==> src/rtl/surfboard_operand_loader.sv <==
// Serial-to-matrix operand loader for the 2x2 surfboard multiplier.
// Assembles 8-beat frames into A/B operands behind a double-buffered valid/ready output.
module surfboard_operand_loader #(
    parameter int W     = 8,
    parameter int CNT_W = 16
) (
    input  logic                  clk,
    input  logic                  rst,
    input  logic [W-1:0]          in_data,
    input  logic                  in_valid,
    input  logic                  in_last,
    output logic                  in_ready,
    output logic [0:3][W-1:0]     out_A,
    output logic [0:3][W-1:0]     out_B,
    output logic                  out_valid,
    input  logic                  out_ready,
    output logic                  err,
    output logic [CNT_W-1:0]      frame_cnt,
    output logic [7:0]            err_cnt
);

    typedef enum logic [1:0] {
        FILL = 2'd0,
        HOLD = 2'd1,
        DROP = 2'd2
    } state_t;

    state_t state, state_next;

    logic           started;
    logic [2:0]     cnt, cnt_next;
    logic [0:3][W-1:0] asm_A, asm_B;

    logic accept, drain;
    logic wr_asm, load_beat, load_asm, err_set;

    // started keeps in_ready low until the first edge after reset releases
    assign in_ready = started && (state != HOLD);
    assign accept   = in_valid && in_ready;
    assign drain    = out_valid && out_ready;

    always_ff @(posedge clk or posedge rst) begin
        if (rst) begin
            state   <= FILL;
            cnt     <= 3'd0;
            started <= 1'b0;
        end else begin
            state   <= state_next;
            cnt     <= cnt_next;
            started <= 1'b1;
        end
    end

    always_comb begin
        state_next = state;
        cnt_next   = cnt;
        wr_asm     = 1'b0;
        load_beat  = 1'b0;
        load_asm   = 1'b0;
        err_set    = 1'b0;
        case (state)
            FILL: begin
                if (accept) begin
                    if (cnt == 3'd7) begin
                        cnt_next = 3'd0;
                        if (!in_last) begin
                            err_set    = 1'b1;
                            state_next = DROP;
                        end else if (!out_valid || drain) begin
                            load_beat = 1'b1;
                        end else begin
                            wr_asm     = 1'b1;
                            state_next = HOLD;
                        end
                    end else if (in_last) begin
                        err_set  = 1'b1;
                        cnt_next = 3'd0;
                    end else begin
                        wr_asm   = 1'b1;
                        cnt_next = cnt + 3'd1;
                    end
                end
            end
            HOLD: begin
                if (drain) begin
                    load_asm   = 1'b1;
                    state_next = FILL;
                end
            end
            DROP: begin
                if (accept && in_last) begin
                    state_next = FILL;
                end
            end
            default: begin
                state_next = FILL;
                cnt_next   = 3'd0;
            end
        endcase
    end

    // The 8th beat bypasses assembly so a free holding register fills in the same edge
    always_ff @(posedge clk or posedge rst) begin
        if (rst) begin
            asm_A     <= '0;
            asm_B     <= '0;
            out_A     <= '0;
            out_B     <= '0;
            out_valid <= 1'b0;
            frame_cnt <= '0;
        end else begin
            if (wr_asm) begin
                if (!cnt[2]) begin
                    asm_A[cnt[1:0]] <= in_data;
                end else begin
                    asm_B[cnt[1:0]] <= in_data;
                end
            end
            if (load_beat) begin
                out_A     <= asm_A;
                out_B     <= {asm_B[0], asm_B[1], asm_B[2], in_data};
                out_valid <= 1'b1;
                frame_cnt <= frame_cnt + CNT_W'(1);
            end else if (load_asm) begin
                out_A     <= asm_A;
                out_B     <= asm_B;
                out_valid <= 1'b1;
                frame_cnt <= frame_cnt + CNT_W'(1);
            end else if (drain) begin
                out_valid <= 1'b0;
            end
        end
    end

    always_ff @(posedge clk or posedge rst) begin
        if (rst) begin
            err     <= 1'b0;
            err_cnt <= 8'd0;
        end else begin
            err <= err_set;
            if (err_set && (err_cnt != 8'hFF)) begin
                err_cnt <= err_cnt + 8'd1;
            end
        end
    end

endmodule

==> config.mk <==
export PLATFORM = sky130hd
export DESIGN_NAME = surfboard_operand_loader
export DESIGN_NICKNAME = d
export VERILOG_FILES = /design/src/rtl/surfboard_operand_loader.sv
export SDC_FILE = /design/constraint.sdc
export NUM_CORES = 1
export LEC_CHECK = 0
export BUFFER_PORTS_ARGS = -buffer_cell sky130_fd_sc_hd__buf_4
export CORE_ASPECT_RATIO = 0.8
export CORE_UTILIZATION = 40
export CTS_CLUSTER_DIAMETER = 80
export DETAILED_ROUTE_END_ITERATION = 10
export HOLD_SLACK_MARGIN = 0.06
export PLACE_DENSITY = 0.59
export SYNTH_ARGS = -nofsm -noshare
export SYNTH_HDL_FRONTEND = slang
export SYNTH_SLANG_ARGS = --single-unit
export TNS_END_PERCENT = 5
==> constraint.sdc <==
create_clock -name clk -period 4.7 [get_ports clk]
set_input_delay 0 -clock clk [delete_from_list [all_inputs] [get_ports clk]]
set_output_delay 0 -clock clk [all_outputs]
set_load 0.1 [all_outputs]
==> qor.yml <==
status:
  outcome: "finished clean"
critical_path:
  endpoint_kind: "register"
  reg2reg_from: "state[0]"
  worst_setup_path_start_kind: "register"
  rr_endpoint: "frame_cnt[9]"
  reg2reg_depth: 7
  critPathMaxStageDelay_ns: 0.62
  arrival_ns: 3.29
  crit_family: "simple AND/OR/NAND/NOR gates"
  reg2reg_slack_ns: 1.75
  path_class: "reg -> reg"
  cp.required_ns: 5.04
  cpMaxStageDelayCell: "o31a_2"
  path_cells: "inv_1 -> ha_1 -> nand4b_4 -> o31a_2 -> buf_4 -> nor4_1 -> xor2_1"
  crit_buf_inv: 2
  worstPathMaxFanout: 53
synthesis:
  synthCells: 572
  synthSimpleGateAreaFrac: 0.184
  synth_area_per_cell_sq_um: 11.5
  synth_compound_area_frac: 0.0248
  synth_seq_cells: 160
  synth.distinct_cells: 40
  synth_edf_count: 0
  async_flop_share: 1.00
  synthFlopType: "dfrtp_1"
  synth_top_family_by_area: "simple AND/OR/NAND/NOR gates"
  synth_top_area_frac: 0.611
  syn_nets: 595
  yosys_warnings: 0
  seq_area_frac_synth: 0.611
  synth_area_leaders: "dfrtp_1, nand2_1, mux2_2"
  synth.most_common_cell: "nand2_1"
  synth-xor-area-share: 0.0294
  synthAdderAreaFrac: 0.0191
  synth.cells.most_frequent: "nand2_1, dfrtp_1, mux2_2"
  synthMuxAreaShare: 0.113
  netlist_area_sq_um: 6550
  yosys.area.top_type: "dfrtp_1"
clock_network:
  htreeDepth: 4
  clk_latency_ns: 0.41
  numCtsBuffers: 17
  cts_root_buf: "clkbuf_16"
  cts.clk_slew.worst_paths_ns: 0.06
  cts_max_path_buffers: 2
  tritoncts: "yes"
  post_cts_resized: 0
  clock_sinks: 160
cells_and_area:
  post-route-util: 0.520
  drive_above_1_share: 0.299
  area.growth.synth_to_final_pct: 26.3
  nNetsFinal: 712
  antenna_cells: 0
placed_design:
  globalplace.congestion: 0.799
  portBuffers: 103
  dp_hpwl_um: 9770
floorplanning:
  num_io_pins: 104
  initial_core_util: 0.412
  die_h_um: 116
  dieArea_sq_um: 16900
  placementRows: 41
  core_area_sq_um: 15900
  fp.dieW_um: 145
route:
  routed_wl_um: 14800
  final_antenna_net_count: 0
  wire_per_inst_um: 16.2
  drc: 0
  viasPerCell: 4.90
  via_count: 4495
  firstDrtPassIters: 4
  drtIter0Drc: 227
timing:
  rsz0062_at_grt: "false"
  fmax_mhz: 339
  hold_viol: 0
  period_share: 0.628
  finalCriticalPeriod_ns: 2.95
  drv_slew: 0
  setup_violations: 0
  finalClockSkew_ns: 0.00576
  worst_pin_slew_ns: 1.00
  maxSlewHeadroom: 0.326
  finalSetupTns_ns: 0
global_routing:
  grt_overflow_total: 0
  grt_max_degree: 112
  antenna_found_initial: 0
  first_global_vias: 4615
  grt_first_pass_wirelength_um: 24300
  grt_util_all_layers: 0.188
hold_path:
  hold_class: "in -> reg"
  holdPathStages: 4
  worstHoldStart: "in_valid"
  hold_end: "cnt[1]"
power:
  ir_worst_vdd_v: 0.000275
  power_density_nw_per_um2: 453
  leakage_nw: 4.31
flow_run:
  max_cap_viol_count: 0
[power breakdown]
group | internal, mW | leakage (nW) | switching, mW
sequential | 1.57 | 2.17 | 0.131
combinational | 0.231 | 1.83 | 0.386
clock | 0.900 | 0.301 | 0.534
total | 2.70 | 4.31 | 1.05
[repair_timing]
item,in CTS,in global routing
endpoints found under the setup margin,0,0
buffers inserted,0,0
endpoints found under the hold margin,189,0
hold buffers,12,0
[metal layers]
layer,up-vias,part of all wire,global-route usage
met5,-,0,0
met4,0,0.010,0.0730
met3,11,0.050,0.0473
met2,105,0.46,0.291
met1,2239,0.48,0.256
li1,2140,-,-
[flip-flops by register name, summed over array words and instances (netlist names)]
register   cells
err            1
state          2
out_A         32
err_cnt        8
out_valid      1
started        1
out_B         32
frame_cnt     16
asm_B         32
cnt            3
asm_A         32
[worst register-to-register path: cells and delay by family, from the launching register on]
family | cells | cell delay [ns]
AND/OR/NAND/NOR | 2 | 0.81
XOR/XNOR | 1 | 0.18
AO/OA/AOI/OAI | 1 | 0.62
adder cells (fa/ha/maj) | 1 | 0.38
flip-flops | 1 | 0.40
buffers and inverters | 2 | 0.48
[worst max path at each step]
stage | startpoint | end | cells past startpoint
after global routing | state[0] | frame_cnt[9] | 7
after floorplan | rst | asm_A[0] | 1
after detailed placement | state[0] | frame_cnt[9] | 7
after CTS | state[0] | frame_cnt[9] | 7
final | state[0] | frame_cnt[9] | 7
after global placement | state[0] | frame_cnt[9] | 7
[area by class of cell]
cell class,instances,area (sq um)
clock buffers,21,450
well taps,215,269
fillers,1435,7630
repair buffers,118,916
clock inverters,11,161
inverters,7,31.3
multi-input cells,385,2440
flip-flops and latches,160,4000
[cells in the final DEF, fill, tap and decap left out, types with 10 or more instances in the layout]
cell type,Yosys,routed
buf_4,2,106
clkbuf_16,0,17
dfrtp_1,160,160
dlygate4sd3_1,0,12
ha_1,10,10
mux2_2,63,63
nand2_1,209,209
nand4_1,10,10
xnor2_1,14,14
[kinds of logic (layout without fill, tap and decap cells)]
logic type / after synthesis / in the layout
other cells: 1 / 1
simple gates: 264 / 264
xor+xnor: 22 / 22
buf+inv: 27 / 157
flops: 160 / 160
compound gates: 22 / 22
mux: 66 / 66
fa+ha+maj: 10 / 10
[per-stage QoR]
| stage | hold WS (ns) | power, mW | instance area [sq um] | worst slack (ns) | cells |
|---|---|---|---|---|---|
| detailed placement | 0.307 | 2.34 | 7540 | 1.78 | 873 |
| global placement | 0.294 | 2.31 | 7540 | 1.86 | 873 |
| global route | 0.183 | 3.92 | 8280 | 1.53 | 917 |
| floorplan | 0.128 | 2.18 | 6550 | 0.380 | 572 |
| CTS | 0.105 | 3.79 | 8280 | 1.73 | 917 |
| finish | 0.131 | 3.75 | 8280 | 1.75 | 917 |
Power figures use the tool's default switching activity.
